File: config.mk
export PLATFORM = sky130hd
export DESIGN_NAME = pong_game_controller_flat
export DESIGN_NICKNAME = d
export VERILOG_FILES = /design/src/rtl/pong_game_controller_if.sv /design/src/rtl/pong_game_controller.sv /design/src/flat_wrapper.sv
export SDC_FILE = /design/constraint.sdc
export NUM_CORES = 1
export LEC_CHECK = 0
export ABC_AREA = 1
export CELL_PAD_IN_SITES_DETAIL_PLACEMENT = 2
export CELL_PAD_IN_SITES_GLOBAL_PLACEMENT = 2
export CORE_UTILIZATION = 25
export CTS_CLUSTER_SIZE = 28
export DETAILED_ROUTE_END_ITERATION = 8
export PLACE_DENSITY_LB_ADDON = 0.15
export SLEW_MARGIN = 20
export SYNTH_ARGS = -nofsm -noshare
export SYNTH_HDL_FRONTEND = slang
export SYNTH_SLANG_ARGS = --single-unit
File: constraint.sdc
create_clock -name inClock -period 1.65 [get_ports inClock]
set_clock_uncertainty 0.1 [all_clocks]
set_input_delay 0.495 -clock inClock [delete_from_list [all_inputs] [get_ports inClock]]
set_output_delay 0.495 -clock inClock [all_outputs]
set_load 0.01 [all_outputs]
File: src/rtl/pong_game_controller_if.sv
// Signal bundle between the pong game controller and the ball/raket datapath,
// VGA generator and score overlay. The controller uses the slave side.
interface pong_game_controller_if;
  logic       moveStb;
  logic       startBtn;
  logic       hitPulse;
  logic       missPulse;
  logic       ballEnable;
  logic       ballLoad;
  logic [9:0] ballLoadX;
  logic [9:0] ballLoadY;
  logic       ballLoadDx;
  logic       ballLoadDy;
  logic [7:0] scoreBcd;
  logic [1:0] lives;
  logic       flash;
  logic       gameOver;
  logic [2:0] state;

  modport master (
    output moveStb, startBtn, hitPulse, missPulse,
    input  ballEnable, ballLoad, ballLoadX, ballLoadY, ballLoadDx, ballLoadDy,
    input  scoreBcd, lives, flash, gameOver, state
  );

  modport slave (
    input  moveStb, startBtn, hitPulse, missPulse,
    output ballEnable, ballLoad, ballLoadX, ballLoadY, ballLoadDx, ballLoadDy,
    output scoreBcd, lives, flash, gameOver, state
  );
endinterface

File: src/rtl/pong_game_controller.sv
// Match sequencer for the ping-pong datapath: serve/play/miss/over FSM,
// BCD score, lives, and ball enable/reload generation. All outputs registered.
module pong_game_controller #(
  parameter int H_VISIBLE_AREA = 1024,
  parameter int V_VISIBLE_AREA = 768,
  parameter int SERVE_DELAY    = 64,
  parameter int MISS_FLASH     = 32,
  parameter int LIVES_INIT     = 3
) (
  input logic                    inClock,
  input logic                    reset,
  pong_game_controller_if.slave  bus
);

  typedef enum logic [2:0] {
    S_IDLE  = 3'd0,
    S_SERVE = 3'd1,
    S_PLAY  = 3'd2,
    S_MISS  = 3'd3,
    S_OVER  = 3'd4
  } state_e;

  localparam logic [7:0] SERVE_LAST = 8'(SERVE_DELAY - 1);
  localparam logic [7:0] MISS_END   = 8'(MISS_FLASH);
  localparam logic [1:0] LIVES_RST  = 2'(LIVES_INIT);

  state_e     state_q, state_d;
  logic       start_btn_q;
  logic [7:0] timer_q, timer_d;
  logic [7:0] score_q, score_d;
  logic [1:0] lives_q, lives_d;
  logic       flash_q, flash_d;
  logic       load_q, load_d;
  logic       enable_q, enable_d;
  logic       over_q, over_d;
  logic       dy_q, dy_d;

  logic       start_edge;
  logic [7:0] timer_inc;

  assign start_edge = bus.startBtn & ~start_btn_q;
  assign timer_inc  = timer_q + 8'd1;

  // Two-digit BCD increment that saturates at 99.
  function automatic logic [7:0] bcd_inc(input logic [7:0] v);
    if (v == 8'h99)       return v;
    if (v[3:0] == 4'd9)   return {v[7:4] + 4'd1, 4'd0};
    return {v[7:4], v[3:0] + 4'd1};
  endfunction

  always_comb begin
    // NOTE: every variable gets a default first so no path leaves it unassigned and no latch is inferred.
    state_d = state_q;
    timer_d = timer_q;
    score_d = score_q;
    lives_d = lives_q;
    flash_d = flash_q;
    dy_d    = dy_q;
    load_d  = 1'b0;

    unique case (state_q)
      S_IDLE, S_OVER: begin
        if (start_edge) begin
          state_d = S_SERVE;
          timer_d = 8'd0;
          score_d = 8'h00;
          lives_d = LIVES_RST;
          flash_d = 1'b0;
          dy_d    = 1'b0;
          load_d  = 1'b1;
        end
      end
      S_SERVE: begin
        if (bus.moveStb) begin
          if (timer_q == SERVE_LAST) begin
            state_d = S_PLAY;
            timer_d = 8'd0;
          end else begin
            timer_d = timer_inc;
          end
        end
      end
      S_PLAY: begin
        // A hit in the same cycle as a miss wins; the miss is dropped.
        if (bus.hitPulse) begin
          score_d = bcd_inc(score_q);
        end else if (bus.missPulse) begin
          state_d = S_MISS;
          lives_d = lives_q - 2'd1;
          timer_d = 8'd0;
          flash_d = 1'b1;
        end
      end
      S_MISS: begin
        if (bus.moveStb) begin
          if (timer_inc == MISS_END) begin
            timer_d = 8'd0;
            if (lives_q == 2'd0) begin
              state_d = S_OVER;
              flash_d = 1'b1;
            end else begin
              state_d = S_SERVE;
              flash_d = 1'b0;
              dy_d    = ~dy_q;
              load_d  = 1'b1;
            end
          end else begin
            timer_d = timer_inc;
            if (timer_inc[1:0] == 2'd0) flash_d = ~flash_q;
          end
        end
      end
      default: state_d = S_IDLE;
    endcase

    enable_d = (state_d == S_PLAY);
    over_d   = (state_d == S_OVER);
  end

  always_ff @(posedge inClock or posedge reset) begin
    if (reset) begin
      state_q     <= S_IDLE;
      start_btn_q <= 1'b0;
      timer_q     <= 8'd0;
      score_q     <= 8'h00;
      lives_q     <= LIVES_RST;
      flash_q     <= 1'b0;
      load_q      <= 1'b0;
      enable_q    <= 1'b0;
      over_q      <= 1'b0;
      dy_q        <= 1'b0;
    end else begin
      // NOTE: non-blocking assignments so every flop samples pre-edge values regardless of statement order.
      state_q     <= state_d;
      start_btn_q <= bus.startBtn;
      timer_q     <= timer_d;
      score_q     <= score_d;
      lives_q     <= lives_d;
      flash_q     <= flash_d;
      load_q      <= load_d;
      enable_q    <= enable_d;
      over_q      <= over_d;
      dy_q        <= dy_d;
    end
  end

  assign bus.state      = state_q;
  assign bus.ballEnable = enable_q;
  assign bus.ballLoad   = load_q;
  assign bus.ballLoadX  = 10'(H_VISIBLE_AREA / 2);
  assign bus.ballLoadY  = 10'(V_VISIBLE_AREA / 2);
  assign bus.ballLoadDx = 1'b0;
  assign bus.ballLoadDy = dy_q;
  assign bus.scoreBcd   = score_q;
  assign bus.lives      = lives_q;
  assign bus.flash      = flash_q;
  assign bus.gameOver   = over_q;

endmodule

File: src/flat_wrapper.sv
// flat-port wrapper written by rule: the top's interface ports become plain ports
module pong_game_controller_flat 
#(
  parameter int H_VISIBLE_AREA = 1024,
  parameter int V_VISIBLE_AREA = 768,
  parameter int SERVE_DELAY    = 64,
  parameter int MISS_FLASH     = 32,
  parameter int LIVES_INIT     = 3
)
  (inClock, reset, bus_moveStb, bus_startBtn, bus_hitPulse, bus_missPulse, bus_ballEnable, bus_ballLoad, bus_ballLoadX, bus_ballLoadY, bus_ballLoadDx, bus_ballLoadDy, bus_scoreBcd, bus_lives, bus_flash, bus_gameOver, bus_state);
  pong_game_controller_if bus_i ();
  input logic inClock;
  input logic reset;
  input wire logic [$bits(bus_i.moveStb)-1:0] bus_moveStb;
  input wire logic [$bits(bus_i.startBtn)-1:0] bus_startBtn;
  input wire logic [$bits(bus_i.hitPulse)-1:0] bus_hitPulse;
  input wire logic [$bits(bus_i.missPulse)-1:0] bus_missPulse;
  output wire logic [$bits(bus_i.ballEnable)-1:0] bus_ballEnable;
  output wire logic [$bits(bus_i.ballLoad)-1:0] bus_ballLoad;
  output wire logic [$bits(bus_i.ballLoadX)-1:0] bus_ballLoadX;
  output wire logic [$bits(bus_i.ballLoadY)-1:0] bus_ballLoadY;
  output wire logic [$bits(bus_i.ballLoadDx)-1:0] bus_ballLoadDx;
  output wire logic [$bits(bus_i.ballLoadDy)-1:0] bus_ballLoadDy;
  output wire logic [$bits(bus_i.scoreBcd)-1:0] bus_scoreBcd;
  output wire logic [$bits(bus_i.lives)-1:0] bus_lives;
  output wire logic [$bits(bus_i.flash)-1:0] bus_flash;
  output wire logic [$bits(bus_i.gameOver)-1:0] bus_gameOver;
  output wire logic [$bits(bus_i.state)-1:0] bus_state;
  assign bus_i.moveStb = bus_moveStb;
  assign bus_i.startBtn = bus_startBtn;
  assign bus_i.hitPulse = bus_hitPulse;
  assign bus_i.missPulse = bus_missPulse;
  assign bus_ballEnable = bus_i.ballEnable;
  assign bus_ballLoad = bus_i.ballLoad;
  assign bus_ballLoadX = bus_i.ballLoadX;
  assign bus_ballLoadY = bus_i.ballLoadY;
  assign bus_ballLoadDx = bus_i.ballLoadDx;
  assign bus_ballLoadDy = bus_i.ballLoadDy;
  assign bus_scoreBcd = bus_i.scoreBcd;
  assign bus_lives = bus_i.lives;
  assign bus_flash = bus_i.flash;
  assign bus_gameOver = bus_i.gameOver;
  assign bus_state = bus_i.state;
  pong_game_controller #(.H_VISIBLE_AREA(H_VISIBLE_AREA), .V_VISIBLE_AREA(V_VISIBLE_AREA), .SERVE_DELAY(SERVE_DELAY), .MISS_FLASH(MISS_FLASH), .LIVES_INIT(LIVES_INIT)) u_core (.inClock(inClock), .reset(reset), .bus(bus_i));
endmodule
==> results.tsv <==
metric	value	unit
synth_seq_area_share	37.2	%
finalHoldViolCount	0	
insertion_delay	280	ps
cpMaxStageDelayCell	dfrtp_1	
netlist_area	1820	sq um
core	6910	sq um
fin_crit	1820	ps
nets	333	
firstDrtPassIters	3	
finalCritPeriodShare	111	%
final_cell_mix	buf_4 (51), nand2_1 (32), dfrtp_1 (23)	
regToRegSetupSlack	-170	ps
tns	-2120	ps
cts_buffer_depth	2	
holdPathEnd	u_core.start_btn_q	
die_w	87.4	um
startpoint	u_core.timer_q[0]	
end_kind	register	
drtAntennaViolNets	0	
cp.arrival	1950	ps
reg2reg_depth	10	
place_ws	-606	ps
violations	negative setup slack	
grt_pass1_wl	9360	um
rsz0062_at_grt	true	
drive_gt1_share	53.1	%
die_area	7630	sq um
cpPeakStageDelay	420	ps
path_cells	buf_6 -> nand3_2 -> o21bai_2 -> nand2_2 -> nor2_4 -> nand3_4 -> nor2_4 -> buf_4 -> nand4_1 -> nand2_1	
wl_per_cell	15.8	um
grt_max_degree	18	
routed_wl	6560	um
hpwl	4140	um
cts_sinks	27	
area_growth	64.1	%
power_leakage	1.46	nW
grt_util_all_layers	15.9	%
route.detailed.drc	0	
power	4.39	mW
layout_commonest_cell	buf_4	
crit_top_cell	nor2_4	
yosysWarningCount	0	
grt_pass1_vias	1877	
cp.required	1780	ps
vias	1792	
ys_types	35	
cts_tree	built	
cts-buffers-inserted	3	
antenna_cells	0	
hold_class	primary input to register	
vdd_drop_max	0.545	mV
critical_path_class	register to register	
p_per_area	1470	nW/um^2
timing.final.max_slew_violations	0	
synth.avg_cell_area	7.92	sq um
maxCapViolations	0	
setup_ws	-174	ps
rr_endpoint	u_core.bus.ballLoadDy	
clkTransAtPathRegs	100	ps
htree_levels	1	
ioPinCount	45	
max_freq	0.548	GHz
status	finished, violations left	
globalplace.congestion	0.747	
start_kind	register	
synth-seq-cells	27	
antenna_found_initial	0	
rows	30	
hold_start	bus_startBtn	
initial_utilization	26.4	%
r2r-start	u_core.timer_q[0]	
cts-root-buf	clkbuf_8	
worstPathMaxFanout	4	
drt-vias-per-instance	4.31	
io_buffers	23	
finalSetupViolations	23	
drt_iter0_drc	33	
netlist_instances	230	
gr-total-overflow	0	
die_h	87.4	um
holdPathStages	1	
per-stage QoR:
stage / hold WS [ps] / area [sq um] / utilization, % / instances
2_1_floorplan: 394 / 1900 / - / 249
4_1_cts: 351 / 2800 / 40.5 / 407
5_1_grt: 382 / 2990 / 43.3 / 416
3_5_place_dp: 412 / 2350 / 34.1 / 382
3_3_place_gp: 414 / 2350 / 34.1 / 382
6_report: 379 / 2990 / 43.3 / 416
layout make-up:
class / instances / area (sq um)
sequential: 27 / 681
clock inverter: 1 / 5.00
tap: 96 / 120
timing repair buffer: 89 / 761
clock buffer: 3 / 41.3
fill: 820 / 3920
inverter: 34 / 155
multi-input combinational: 166 / 1230
registers in the layout, indices dropped and copies added (netlist names):
register               count
u_core.bus.scoreBcd        8
u_core.timer_q             8
u_core.bus.state           3
u_core.bus.lives           2
u_core.bus.ballEnable      1
u_core.bus.ballLoad        1
u_core.bus.ballLoadDy      1
u_core.bus.flash           1
u_core.bus.gameOver        1
u_core.start_btn_q         1
timing repair:
action                     CTS  global route
setup buffers               20            10
pin swaps                   21            11
cloned                       1             0
hold buffers                 0             0
resized for setup          107            37
hold endpoints to repair     0             0
setup endpoints to repair   42            26
report_power, final:
part           total, mW  switching [mW]  internal [mW]
clock              0.405           0.235          0.170
sequential          1.06           0.189          0.873
combinational       2.92            1.56           1.36
synthesized netlist by cell type:
cell	count	area (sq um)
o21a_1	1	7.51
nand2_1	48	180
nor3b_1	1	7.51
nor3_1	3	15.0
a22oi_1	1	7.51
o22ai_1	2	12.5
or2_0	1	6.26
nor2_4	6	67.6
nand3_4	1	17.5
nand2_2	10	62.6
nand4_1	3	18.8
nor2_2	6	37.5
o21ai_2	1	8.76
ha_1	6	75.1
dfrtp_1	25	626
a31oi_1	1	6.26
a21oi_1	3	15.0
mux2i_1	1	10.0
o21bai_2	1	11.3
dfstp_2	2	52.6
o21ai_1	7	35.0
a21oi_2	1	8.76
inv_1	27	101
o31ai_1	2	15.0
inv_2	5	18.8
clkinv_1	1	3.75
inv_4	1	6.26
nand2_4	3	33.8
xor2_1	1	8.76
nand3_2	2	20.0
conb_1	2	7.51
nand3_1	18	90.1
nor2_1	10	37.5
buf_4	22	165
o21ai_0	5	25.0
worst max-delay path, delay by kind of cell, from the launching register on:
kind,cells,cell delay (ps)
and+or+nand+nor,7,820
AOI/OAI and AO/OA,1,170
buffers and inverters,2,270
DFF,1,420
routing by layer:
| metal | global-route usage, % | wire [um] | up-vias |
|---|---|---|---|
| li1 | - | - | 868 |
| met1 | 20.6 | 2800 | 882 |
| met2 | 28.2 | 3500 | 38 |
| met3 | 1.99 | 187 | 4 |
| met4 | 3.13 | 72 | 0 |
| met5 | 0 | 0 | - |
logic make-up (layout without fill, tap and decap cells):
group	after synthesis	in the layout	synth area share, %
AND/OR/NAND/NOR	112	112	32.6
buffers and inverters	56	127	16.2
flip-flops	27	27	37.2
AO/OA/AOI/OAI	25	25	8.38
adder cells (fa/ha/maj)	6	6	4.12
other	2	21	0.412
XOR/XNOR	1	1	0.481
multiplexers	1	1	0.549
how the worst max path moves through the flow:
stage and endpoint:
2_1_floorplan u_core.bus.ballLoadDy, 3_3_place_gp u_core.bus.scoreBcd[6], 3_5_place_dp u_core.bus.scoreBcd[6], 4_1_cts u_core.bus.ballEnable, 5_1_grt u_core.bus.ballEnable, 6_report u_core.bus.ballLoadDy
No activity file was read; power rests on OpenSTA's default activity.
